==> src/rtl/clk_div_gen_pkg.sv <==
// Shared types and constants for the divided-clock generator.
package clk_div_gen_pkg;

  typedef enum logic [1:0] {
    ST_STOP   = 2'd0,
    ST_SETTLE = 2'd1,
    ST_RUN    = 2'd2
  } state_e;

  localparam int unsigned NCH_DEF      = 4;
  localparam int unsigned DIVW_DEF     = 5;
  localparam int unsigned LOCK_CNT_DEF = 20;
  localparam int unsigned DIVW_MAX     = 16;
  localparam int unsigned RATIO_W      = DIVW_MAX + 2;

  // Channel period in CLKVCO cycles: (2 + div), doubled in slow mode.
  function automatic logic [RATIO_W-1:0] ratio(input logic [DIVW_MAX-1:0] div,
                                               input logic                slow);
    logic [RATIO_W-1:0] base;
    base = RATIO_W'(div) + RATIO_W'(2);
    return slow ? (base << 1) : base;
  endfunction

endpackage

==> src/rtl/clk_div_chan.sv <==
// One divided-clock channel: period counter plus registered CLKOUT/CLKEN.
module clk_div_chan
  import clk_div_gen_pkg::*;
#(
  parameter int unsigned DIVW = DIVW_DEF
) (
  input  logic            clk,
  input  logic            rst_n,
  input  logic            clr_i,
  input  logic [DIVW-1:0] div_i,
  input  logic            slow_i,
  output logic            clkout_o,
  output logic            clken_o
);

  localparam int unsigned CW = DIVW + 2;

  logic [CW-1:0] ratio_c;
  logic [CW-1:0] high_c;
  logic [CW-1:0] cnt_q;
  logic [CW-1:0] cnt_d;
  logic          clkout_q;
  logic          clken_q;

  assign ratio_c = CW'(ratio(DIVW_MAX'(div_i), slow_i));
  // High phase is the larger half when the period is odd.
  assign high_c  = (ratio_c + CW'(1)) >> 1;
  assign cnt_d   = (cnt_q >= ratio_c - CW'(1)) ? '0 : cnt_q + CW'(1);

  always_ff @(posedge clk or negedge rst_n) begin
    if (!rst_n) begin
      cnt_q    <= '0;
      clkout_q <= 1'b0;
      clken_q  <= 1'b0;
    end else if (clr_i) begin
      cnt_q    <= '0;
      clkout_q <= 1'b0;
      clken_q  <= 1'b0;
    end else begin
      cnt_q    <= cnt_d;
      clkout_q <= (cnt_q < high_c);
      clken_q  <= (cnt_q == '0);
    end
  end

  assign clkout_o = clkout_q;
  assign clken_o  = clken_q;

endmodule

==> src/rtl/clk_div_gen.sv <==
// Multi-channel clock divider with config handshake, power-down and lock detect.
module clk_div_gen
  import clk_div_gen_pkg::*;
#(
  parameter int unsigned NCH      = NCH_DEF,
  parameter int unsigned DIVW     = DIVW_DEF,
  parameter int unsigned LOCK_CNT = LOCK_CNT_DEF
) (
  input  logic                CLKVCO,
  input  logic                RSTB,
  input  logic                PD,
  input  logic                CFG_VLD,
  output logic                CFG_RDY,
  input  logic [NCH*DIVW-1:0] CFG_DIV,
  input  logic [NCH-1:0]      CFG_SLOW,
  output logic [NCH-1:0]      CLKOUT,
  output logic [NCH-1:0]      CLKEN,
  output logic                LKDET
);

  localparam int unsigned SW = 8;

  state_e                state_q;
  state_e                state_d;
  logic [SW-1:0]         scnt_q;
  logic [SW-1:0]         scnt_d;
  logic [NCH*DIVW-1:0]   div_q;
  logic [NCH-1:0]        slow_q;
  logic                  rdy_q;
  logic                  lkdet_q;
  logic                  hs_c;
  logic                  clr_c;
  logic [NCH-1:0]        clkout_q;
  logic [NCH-1:0]        clken_q;

  assign hs_c  = CFG_VLD & rdy_q;
  assign clr_c = (state_d == ST_STOP);

  always_ff @(posedge CLKVCO or negedge RSTB) begin
    if (!RSTB) begin
      state_q <= ST_SETTLE;
      scnt_q  <= '0;
      div_q   <= '0;
      slow_q  <= '0;
      rdy_q   <= 1'b0;
      lkdet_q <= 1'b0;
    end else begin
      state_q <= state_d;
      scnt_q  <= scnt_d;
      if (hs_c) begin
        div_q  <= CFG_DIV;
        slow_q <= CFG_SLOW;
      end
      rdy_q   <= (state_d != ST_STOP);
      lkdet_q <= (state_d == ST_RUN);
    end
  end

  // Settle count includes the STOP cycle, so lock lands LOCK_CNT cycles after the common phase.
  always_comb begin
    state_d = state_q;
    scnt_d  = scnt_q;
    case (state_q)
      ST_STOP: begin
        if (PD) begin
          scnt_d = '0;
        end else begin
          state_d = ST_SETTLE;
          scnt_d  = SW'(1);
        end
      end
      ST_SETTLE: begin
        if (PD || hs_c) begin
          state_d = ST_STOP;
          scnt_d  = '0;
        end else if (scnt_q >= SW'(LOCK_CNT)) begin
          state_d = ST_RUN;
        end else begin
          scnt_d = scnt_q + SW'(1);
        end
      end
      ST_RUN: begin
        if (PD || hs_c) begin
          state_d = ST_STOP;
          scnt_d  = '0;
        end
      end
      default: begin
        state_d = ST_STOP;
        scnt_d  = '0;
      end
    endcase
  end

  for (genvar i = 0; i < NCH; i++) begin : g_chan
    clk_div_chan #(
      .DIVW(DIVW)
    ) u_chan (
      .clk     (CLKVCO),
      .rst_n   (RSTB),
      .clr_i   (clr_c),
      .div_i   (div_q[i*DIVW +: DIVW]),
      .slow_i  (slow_q[i]),
      .clkout_o(clkout_q[i]),
      .clken_o (clken_q[i])
    );
  end

  assign CLKOUT  = clkout_q | {NCH{PD}};
  assign CLKEN   = clken_q;
  assign LKDET   = lkdet_q;
  assign CFG_RDY = rdy_q;

endmodule

==> config.mk <==
export PLATFORM = sky130hd
export DESIGN_NAME = clk_div_gen
export DESIGN_NICKNAME = d
export VERILOG_FILES = /design/src/rtl/clk_div_gen_pkg.sv /design/src/rtl/clk_div_chan.sv /design/src/rtl/clk_div_gen.sv
export SDC_FILE = /design/constraint.sdc
export NUM_CORES = 1
export LEC_CHECK = 0
export BUFFER_PORTS_ARGS = -buffer_cell sky130_fd_sc_hd__buf_2
export CAP_MARGIN = 15
export CORE_ASPECT_RATIO = 2
export CORE_UTILIZATION = 45
export CTS_CLUSTER_SIZE = 30
export DETAILED_ROUTE_END_ITERATION = 10
export SYNTH_ARGS = -nofsm -noshare
export SYNTH_HDL_FRONTEND = slang
export SYNTH_SLANG_ARGS = --single-unit
==> constraint.sdc <==
create_clock -name CLKVCO -period 3.44 [get_ports CLKVCO]
set_input_delay 0.516 -clock CLKVCO [delete_from_list [all_inputs] [get_ports CLKVCO]]
set_output_delay 0.516 -clock CLKVCO [all_outputs]
set_load 0.1 [all_outputs]
### After elaboration in Yosys (flattened, before gate mapping)

Cells that the tools add are included.

* add/subtract/negate cells: 17
* order comparisons: 9
* multiplexer cells: 30
* equality and inequality tests: 5
* bitwise operators: 2
* reduce and logical (&&, ||, !) cells: 9

Operators by type and width (number)
* $mux W7: 12
* $add A7 B1 Y7 const B: 8
* $ge A7 B7 Y1: 4
* $logic_not A7 Y1: 4
* $lt A7 B6 Y1: 4
* $sub A7 B1 Y7 const B: 4
* $add A5 B2 Y6 const B: 4
* $mux W8: 3
* $pmux W8 S3: 1
* $mux W1: 9
* $add A8 B1 Y8 const B: 1
* $ge A8 B5 Y1 const B: 1
* $mux W2: 4
* $pmux W2 S3: 1
* $eq A2 B2 Y1 const B: 2
* $logic_not A2 Y1: 2
* $or A4 B4 Y4: 1
* $ne A3 B3 Y1 const B: 1
* $eq A2 B1 Y1 const B: 1
* $ne A2 B2 Y1 const B: 1
* $reduce_and A2 Y1: 1
* $reduce_bool A2 Y1: 1
* $and A1 B1 Y1: 1
* $logic_or A1 B1 Y1: 1

* output and inout port bits: 10
* bits of input ports: 28
* word-level logic and storage cells: 90
* bits in registers: 72

### Depth between registers and ports, before layout

Gate-level depths: netlist of the first run.

* depth after elaboration: 6
* mapped depth: 14

### Modules after synthesis

Synthesis of the first run repeated with hierarchy kept, for this count alone.

* cells, all modules: 743
* area total of the unflattened synthesis: 6366.1 um^2

By module, submodules not included
* clk_div_chan at g_chan[1].u_chan ...: cells an instance 157, instances 3, area an instance 1214.9 um^2
* clk_div_gen: cells an instance 115, instances 1, area an instance 1507.7 um^2
* clk_div_chan at g_chan[0].u_chan: cells an instance 157, instances 1, area an instance 1213.7 um^2

### Least setup slack after synthesis of the first run

Ideal clock, no wire load.

* kind: reg2reg
* start: register slow_q[2]
* end: register g_chan[2].u_chan.cnt_q[2]
* stages on the path, launching flop included: 15
* path buffers: 2
* clock period less this slack: 3003 ps
* arrival time: 2917 ps
* path slack: 437 ps
* setup time: 86 ps
* path through: dfrtp_1 -> clkbuf_1 -> clkbuf_1 -> nor2_1 -> a21oi_1 -> ha_1 -> nor2b_1 -> o211ai_1 -> nor4_1 -> xnor2_1 -> ha_1 -> nand4_1 -> nor2_1 -> a221o_1 -> nor3_1

* word-level cells in the longest chain between the ends: 5

Ends and longest elaborated chain
* from (decl): line clk_div_gen.sv:28 `logic [NCH-1:0] slow_q;`
* from (signal assigned): line clk_div_gen.sv:44 `slow_q <= '0;`
* from (signal assigned): line clk_div_gen.sv:52 `slow_q <= CFG_SLOW;`
* $mux W7: line clk_div_gen_pkg.sv:21 `return slow ? (base << 1) : base;`
* $sub A7 B1 Y7: line clk_div_chan.sv:28 `assign cnt_d = (cnt_q >= ratio_c - CW'(1)) ? '0 : cnt_q + CW'(1);`
* $ge A7 B7 Y1: line clk_div_chan.sv:28
* $mux W7: line clk_div_chan.sv:28
* $mux W7: line clk_div_chan.sv:35 `end else if (clr_i) begin`
* to (signal assigned): line clk_div_chan.sv:40 `cnt_q <= cnt_d;`
* to (decl): line clk_div_chan.sv:20 `logic [CW-1:0] cnt_q;`

No other way between the ends.
A chain may end at the register's enable or synchronous reset.

### Worst setup path after layout of the first run

* start: register div_q[17]
* end: register g_chan[3].u_chan.cnt_q[6]

* word-level cells in the longest chain between the ends: 6

Ends and longest elaborated chain
* from (decl): line clk_div_gen.sv:27 `logic [NCH*DIVW-1:0] div_q;`
* from (signal assigned): line clk_div_gen.sv:43 `div_q <= '0;`
* from (signal assigned): line clk_div_gen.sv:51 `div_q <= CFG_DIV;`
* $add A5 B2 Y6: line clk_div_gen_pkg.sv:20 `base = RATIO_W'(div) + RATIO_W'(2);`
* $mux W7: line clk_div_gen_pkg.sv:21
* $sub A7 B1 Y7: line clk_div_chan.sv:28
* $ge A7 B7 Y1: line clk_div_chan.sv:28
* $mux W7: line clk_div_chan.sv:28
* $mux W7: line clk_div_chan.sv:35
* to (signal assigned): line clk_div_chan.sv:40
* to (decl): line clk_div_chan.sv:20

No other way between the ends.

==> results.json, run 1 <==
{
  "kind_of_end_point_of_the_critical_path": "flip-flop",
  "synthesis.yosys.warnings": 0,
  "ant_nets": 0,
  "grt_max_degree": 73,
  "dr.first_iter.drc_count": 222,
  "finalSetupViolCount": 0,
  "synthCells": 638,
  "design.die.area_um2": 13350,
  "clkLatencyLatePin_ns": 0.34,
  "fp.coreArea_um2": 12550,
  "layout_common_cells": "dfrtp_1, ha_1, nand2_1, a21oi_1, nor2_1",
  "grt_first_pass_wirelength_um": 22560,
  "io_pins": 38,
  "port-buffer-count": 37,
  "critPathRequiredTime_ns": 3.68,
  "clock.fmax_ghz": 0.3152,
  "diodes": 0,
  "result_of_the_run": "finished, final reports clean",
  "worstPathMaxFanout": 9,
  "synth_edf_count": 0,
  "report.final.hold_viol_count": 0,
  "syn_avg_cell_area_um2": 9.076,
  "number_of_antenna_violations_at_the_first_check_in_global_routing": 0,
  "globalplace.congestion": 0.9000,
  "cts-buffers-inserted": 9,
  "postSynth.asyncResetShare": 1.000,
  "hold_path.class": "input port to asynchronous set/reset pin",
  "synth-seq-area-share": 0.3114,
  "wirelength_um": 13600,
  "ctsHtreeMaxLevel": 3,
  "synthesis.area_um2": 5791,
  "die_width_um": 82.21,
  "max_capacitance_violation_count": 0,
  "die_y_um": 162.4,
  "seqCellArea_um2": 1804,
  "track_usage": 0.2210,
  "skew_final_ns": 0.003605,
  "setup_total_negative_slack_ns": 0,
  "design_power_total_mw": 3.587,
  "via_per_inst": 5.851,
  "clock_tree_from_tritoncts": "done",
  "post-route-drc-count": 0,
  "tritoncts_num_sinks": 72,
  "fin_crit_ns": 3.172,
  "start_kind": "flip-flop",
  "cp.arrival_ns": 3.42,
  "crit_type": "flip-flop to flip-flop",
  "grt_setup_unrepaired": "false",
  "synth_fp_nets": 736,
  "vias": 4763,
  "overflow": 0,
  "area_delta_synth_final_pct": 9.983,
  "placement_rows": 58,
  "slew_viol_final": 0,
  "worst_slew_pin_slew_ns": 0.9420,
  "synth_cell_type_count": 61,
  "vdd_drop_max_mv": 0.3303,
  "finish.instance_area_um2": 6369,
  "drtPass1Iterations": 4,
  "start_util": 0.4612,
  "post-route-period-util": 0.9222,
  "hpwlAfterDp_um": 10310,
  "cts-root-buf": "clkbuf_16",
  "max_slew_margin": 0.3720,
  "yosys_register_bits": 72,
  "synth-main-ff-cell": "dfrtp_1",
  "postPlaceCellArea_um2": 6071,
  "layout.nets": 757,
  "number_of_filler_cells_placed_in_the_layout": 1196,
  "leakage_nw": 3.019,
  "via_count_of_the_first_global_routing_pass": 4738,
  "post_cts_buffers": 0,
  "power.density_nw_per_um2": 563.2,
  "routed_wire_length_per_instance_um": 16.71,
  "cts-root-to-sink-buffers": 2,
  "clkSlewWorstSetupHoldPaths_ns": 0.06,
  "multiInputGateArea_um2": 3681,
  "drive_gt1_frac": 0.1476
}
==> per-layer routing <==
metal | share of wire | routed length, µm | track usage | up-vias
met5 | 0 | 0 | 0 | -
met4 | 0.034 | 468 | 0.09888 | 0
met3 | 0.029 | 393 | 0.03641 | 33
met2 | 0.55 | 7429 | 0.4050 | 93
met1 | 0.39 | 5307 | 0.2373 | 2298
li1 | - | - | - | 2339
==> through the flow <==
stage | std cells | hold slack [ns] | worst slack, ns | util
after floorplan | 638 | 0.2204 | 0.4366 | -
final | 814 | 0.3135 | 0.2677 | 0.5073
after global placement | 798 | 0.4774 | 0.2903 | 0.4836
after CTS | 814 | 0.3538 | 0.1701 | 0.5072
after detailed placement | 798 | 0.5055 | 0.1889 | 0.4836
after global routing | 814 | 0.3924 | 0.005784 | 0.5073
==> sequential cells by signal, indices dropped and copies added (netlist names), 2 cells and up <==
register,count
state_q,2
g_chan.u_chan.clken_o,4
scnt_q,8
div_q,20
g_chan.u_chan.cnt_q,28
slow_q,4
g_chan.u_chan.clkout_o,4
==> power breakdown <==
group / switching [mW] / internal [mW] / total (mW)
combinational: 0.915 / 0.608 / 1.52
clock: 0.393 / 0.561 / 0.954
sequential: 0.161 / 0.948 / 1.11
==> path summary, 6_finish.rpt <==
| kind | startpoint | end | slack [ns] | depth (start not counted) |
|---|---|---|---|---|
| setup / recovery | div_q[17] | g_chan[3].u_chan.cnt_q[6] | 0.27 | 10 |
| hold / removal | RSTB | div_q[14] | 0.31 | 1 |
| setup reg to reg | div_q[17] | g_chan[3].u_chan.cnt_q[6] | 0.27 | 10 |
| hold reg to reg | g_chan[1].u_chan.cnt_q[0] | g_chan[1].u_chan.cnt_q[0] | 0.51 | 1 |
| max in group asynchronous | RSTB | slow_q[1] | 2.45 | 1 |
| min in group CLKVCO | CFG_DIV[18] | div_q[18] | 0.38 | 3 |
==> synth_stat cells, types with 3 or more instances <==
library cell | instances | area, µm²
a211oi_1 | 16 | 120.1
buf_4 | 4 | 30.03
buf_2 | 14 | 70.07
or2_2 | 5 | 31.28
or3_1 | 3 | 18.77
ha_1 | 70 | 875.8
a32oi_1 | 3 | 26.28
o211a_1 | 4 | 40.04
nor2b_1 | 10 | 62.56
nand3b_1 | 3 | 22.52
nand2b_1 | 15 | 93.84
o211ai_1 | 4 | 30.03
nand4b_1 | 3 | 26.28
and2_1 | 5 | 31.28
mux2_2 | 21 | 236.5
a31oi_1 | 6 | 37.54
nor4_1 | 9 | 56.30
xnor2_1 | 25 | 219.0
a21boi_0 | 3 | 22.52
nand3_1 | 32 | 160.2
mux2i_1 | 5 | 50.05
a41oi_1 | 4 | 35.03
nand2_1 | 39 | 146.4
dfrtp_1 | 71 | 1777
clkbuf_1 | 17 | 63.81
o2111ai_1 | 4 | 35.03
and3_1 | 11 | 68.82
a21o_1 | 20 | 150.1
inv_1 | 33 | 123.9
xor2_1 | 25 | 219.0
o21ai_0 | 24 | 120.1
nor2_1 | 37 | 138.9
a21oi_1 | 37 | 185.2
nor3_1 | 19 | 95.09
o31ai_1 | 4 | 30.03
==> kinds of logic (layout without fill, tap and decap cells) <==
family,after synthesis,in the layout,synth area share
adders and majority gates,70,70,0.1513
and+or+nand+nor,199,199,0.1791
muxes,26,26,0.04948
xor gates and xnor gates,51,51,0.07844
buffers and inverters,71,97,0.05294
DFF,72,72,0.3114
AOI/OAI and AO/OA,149,149,0.1774
==> timing repair <==
action,CTS,global route
endpoints found under the setup margin,0,7
gates resized for setup,0,1
hold buffers,0,0
endpoints found under the hold margin,0,0
==> critical path: stages, from the launching register on <==
cell      delay (ns)
dfrtp_1         0.44
ha_1            0.43
or3b_4          0.47
or3b_1          0.35
a21oi_1         0.15
o32ai_1         0.12
ha_1            0.31
a21o_1          0.18
a21oi_1         0.18
nand2_1         0.17
a211oi_1        0.26
==> cell type report <==
class | count | area share
timing repair buffer | 46 | 0.04204
clock buffer | 9 | 0.03536
inverter | 35 | 0.02063
tap | 150 | 0.02947
sequential | 72 | 0.2833
multi-input combinational | 495 | 0.5780
clock inverter | 7 | 0.01120
(Power assumes the default switching activity.)
==> run 2: changes to the inputs <==
- SETUP_SLACK_MARGIN: default -> 0.4
==> results.json, run 2 (synthesized netlist as in run 1, its figures left out) <==
{
  "placement_rows": 58,
  "placed_cells": 798,
  "clock_network_fraction_of_total_power": 0.261,
  "vdd_drop_max_mv": 0.3236,
  "design_power_total_mw": 3.661,
  "cp.arrival_ns": 3.15,
  "skew_final_ns": 0.003696,
  "start_kind": "flip-flop",
  "routed_wire_length_per_instance_um": 16.80,
  "drive_gt1_frac": 0.1830,
  "grt_first_pass_wirelength_um": 22620,
  "power.density_nw_per_um2": 562.3,
  "number_of_antenna_violations_at_the_first_check_in_global_routing": 0,
  "ctsHtreeMaxLevel": 3,
  "grt_setup_unrepaired": "true",
  "fin_crit_ns": 2.908,
  "die_y_um": 162.4,
  "post-route-period-util": 0.8454,
  "layout_common_cells": "ha_1, dfrtp_1, nand2_1, nor2_1, buf_2",
  "finish.cell_count_without_fillers": 822,
  "max_slew_margin": 0.3702,
  "leakage_nw": 3.072,
  "cts-root-to-sink-buffers": 2,
  "kind_of_end_point_of_the_critical_path": "flip-flop",
  "diodes": 0,
  "r2r_start": "div_q[16]",
  "timing.critical_path.cells": "ha_4 -> or3b_4 -> or3b_1 -> a21oi_1 -> o32ai_2 -> ha_1 -> a21o_1 -> a21oi_2 -> nand2_2 -> a211oi_1",
  "wirelength_um": 13810,
  "seqCellArea_um2": 1809,
  "worst_slew_pin_slew_ns": 0.9447,
  "worst_path_dominant_cell_family": "compound AO/OA/AOI/OAI gates",
  "max_capacitance_violation_count": 0,
  "critical_path.max_stage_delay_ns": 0.42,
  "number_of_filler_cells_placed_in_the_layout": 1187,
  "slew_viol_final": 0,
  "hpwlAfterDp_um": 10310,
  "crit_type": "flip-flop to flip-flop",
  "layout.nets": 765,
  "largest_register_ffs": 28,
  "result_of_the_run": "finished, final reports clean",
  "report.final.hold_viol_count": 0,
  "area_delta_synth_final_pct": 12.42,
  "via_count_of_the_first_global_routing_pass": 4767,
  "globalplace.congestion": 0.9000,
  "postLayoutSetupSlackWorst_ns": 0.5320,
  "post-route-drc-count": 0,
  "vias": 4805,
  "hold_path.class": "input port to asynchronous set/reset pin",
  "start_util": 0.4612,
  "clkSlewWorstSetupHoldPaths_ns": 0.06,
  "clock_tree_from_tritoncts": "done",
  "grt_max_degree": 73,
  "clkLatencyLatePin_ns": 0.34,
  "final_common_cell": "ha_1",
  "drtPass1Iterations": 4,
  "cts-buffers-inserted": 9,
  "setup_total_negative_slack_ns": 0,
  "crit_path_top_delay_cell": "or3b_4",
  "die_width_um": 82.21,
  "dr.first_iter.drc_count": 204,
  "cell_internal_power_mw": 2.169,
  "whs_ns": 0.3152,
  "io_pins": 38,
  "max_flop_register": "g_chan.u_chan.cnt_q",
  "overflow": 0,
  "critPathRequiredTime_ns": 3.69,
  "crit_start": "div_q[16]",
  "sequentialPowerShare": 0.302,
  "via_per_inst": 5.845,
  "critical_path.n_buffers_inverters": 0,
  "design.die.area_um2": 13350,
  "clock.fmax_ghz": 0.3439,
  "multiInputGateArea_um2": 3752,
  "cts-root-buf": "clkbuf_16",
  "net-switching-power_mw": 1.492,
  "fp.coreArea_um2": 12550,
  "port-buffer-count": 37,
  "track_usage": 0.2216,
  "fraction_of_power_spent_switching_nets": 0.4076,
  "largestRegisters": "g_chan.u_chan.cnt_q (28), div_q (20), scnt_q (8)",
  "worstPathMaxFanout": 9,
  "finalSetupViolCount": 0,
  "tritoncts_num_sinks": 72,
  "combPwrFrac": 0.437,
  "worst_setup_slack_post_dpl_ns": 0.1889,
  "ant_nets": 0
}
## run 2: cell types whose count changed in the layout (fill, tap and decap cells not counted), moves of 2 or more
cell,change
a21oi_1,-2
buf_4,+7
ha_4,+2
ha_1,-3
a21oi_2,+2
dfrtp_1,-4
dfrtp_2,+4
a2111oi_0,-2
## run 2: routing by layer
| metal | routed length, µm | GRT usage | share of wire |
|---|---|---|---|
| met4 | 482 | 0.1013 | 0.035 |
| met2 | 7581 | 0.4046 | 0.55 |
| met3 | 378 | 0.03754 | 0.027 |
| met1 | 5368 | 0.2377 | 0.39 |
| met5 | 0 | 0 | 0 |
## run 2: power groups by stage
stage / combinational, mW / clock, mW / sequential (mW)
global placement: 1.49 / 0 / 1.12
CTS: 1.56 / 0.982 / 1.10
detailed placement: 1.52 / 0 / 1.12
global route: 1.78 / 1.01 / 1.12
floorplan: 1.27 / 0 / 1.04
finish: 1.60 / 0.955 / 1.11
## run 2: worst paths after layout
| kind | end | slack [ns] | depth (start not counted) |
|---|---|---|---|
| min in group CLKVCO | div_q[19] | 0.38 | 3 |
| worst max register to register | g_chan[3].u_chan.cnt_q[6] | 0.53 | 10 |
| worst min register to register | g_chan[1].u_chan.cnt_q[0] | 0.51 | 1 |
| max in group asynchronous | div_q[6] | 2.45 | 1 |
| worst min-delay path | div_q[14] | 0.32 | 1 |
| worst max-delay path | g_chan[3].u_chan.cnt_q[6] | 0.53 | 10 |
## run 2: timing repair
item | CTS | global route
pin swaps | 0 | 2
gates cloned | 0 | 0
endpoints found under the setup margin | 13 | 26
setup buffers | 4 | 4
hold buffers | 0 | 0
gates resized for setup | 6 | 17
## run 2: layout make-up
cell class,instances,area share
multi-input combinational,495,0.5764
timing repair buffer,54,0.05112
inverter,35,0.02018
clock inverter,7,0.01096
sequential,72,0.2779
tap,150,0.02883
clock buffer,9,0.03460
## run 2: stage by stage
step	utilization	area, µm²
5_1_grt	0.5185	6510
4_1_cts	0.5110	6415
3_5_place_dp	0.4836	6071
3_3_place_gp	0.4836	6071
6_report	0.5185	6510
2_1_floorplan	-	5791
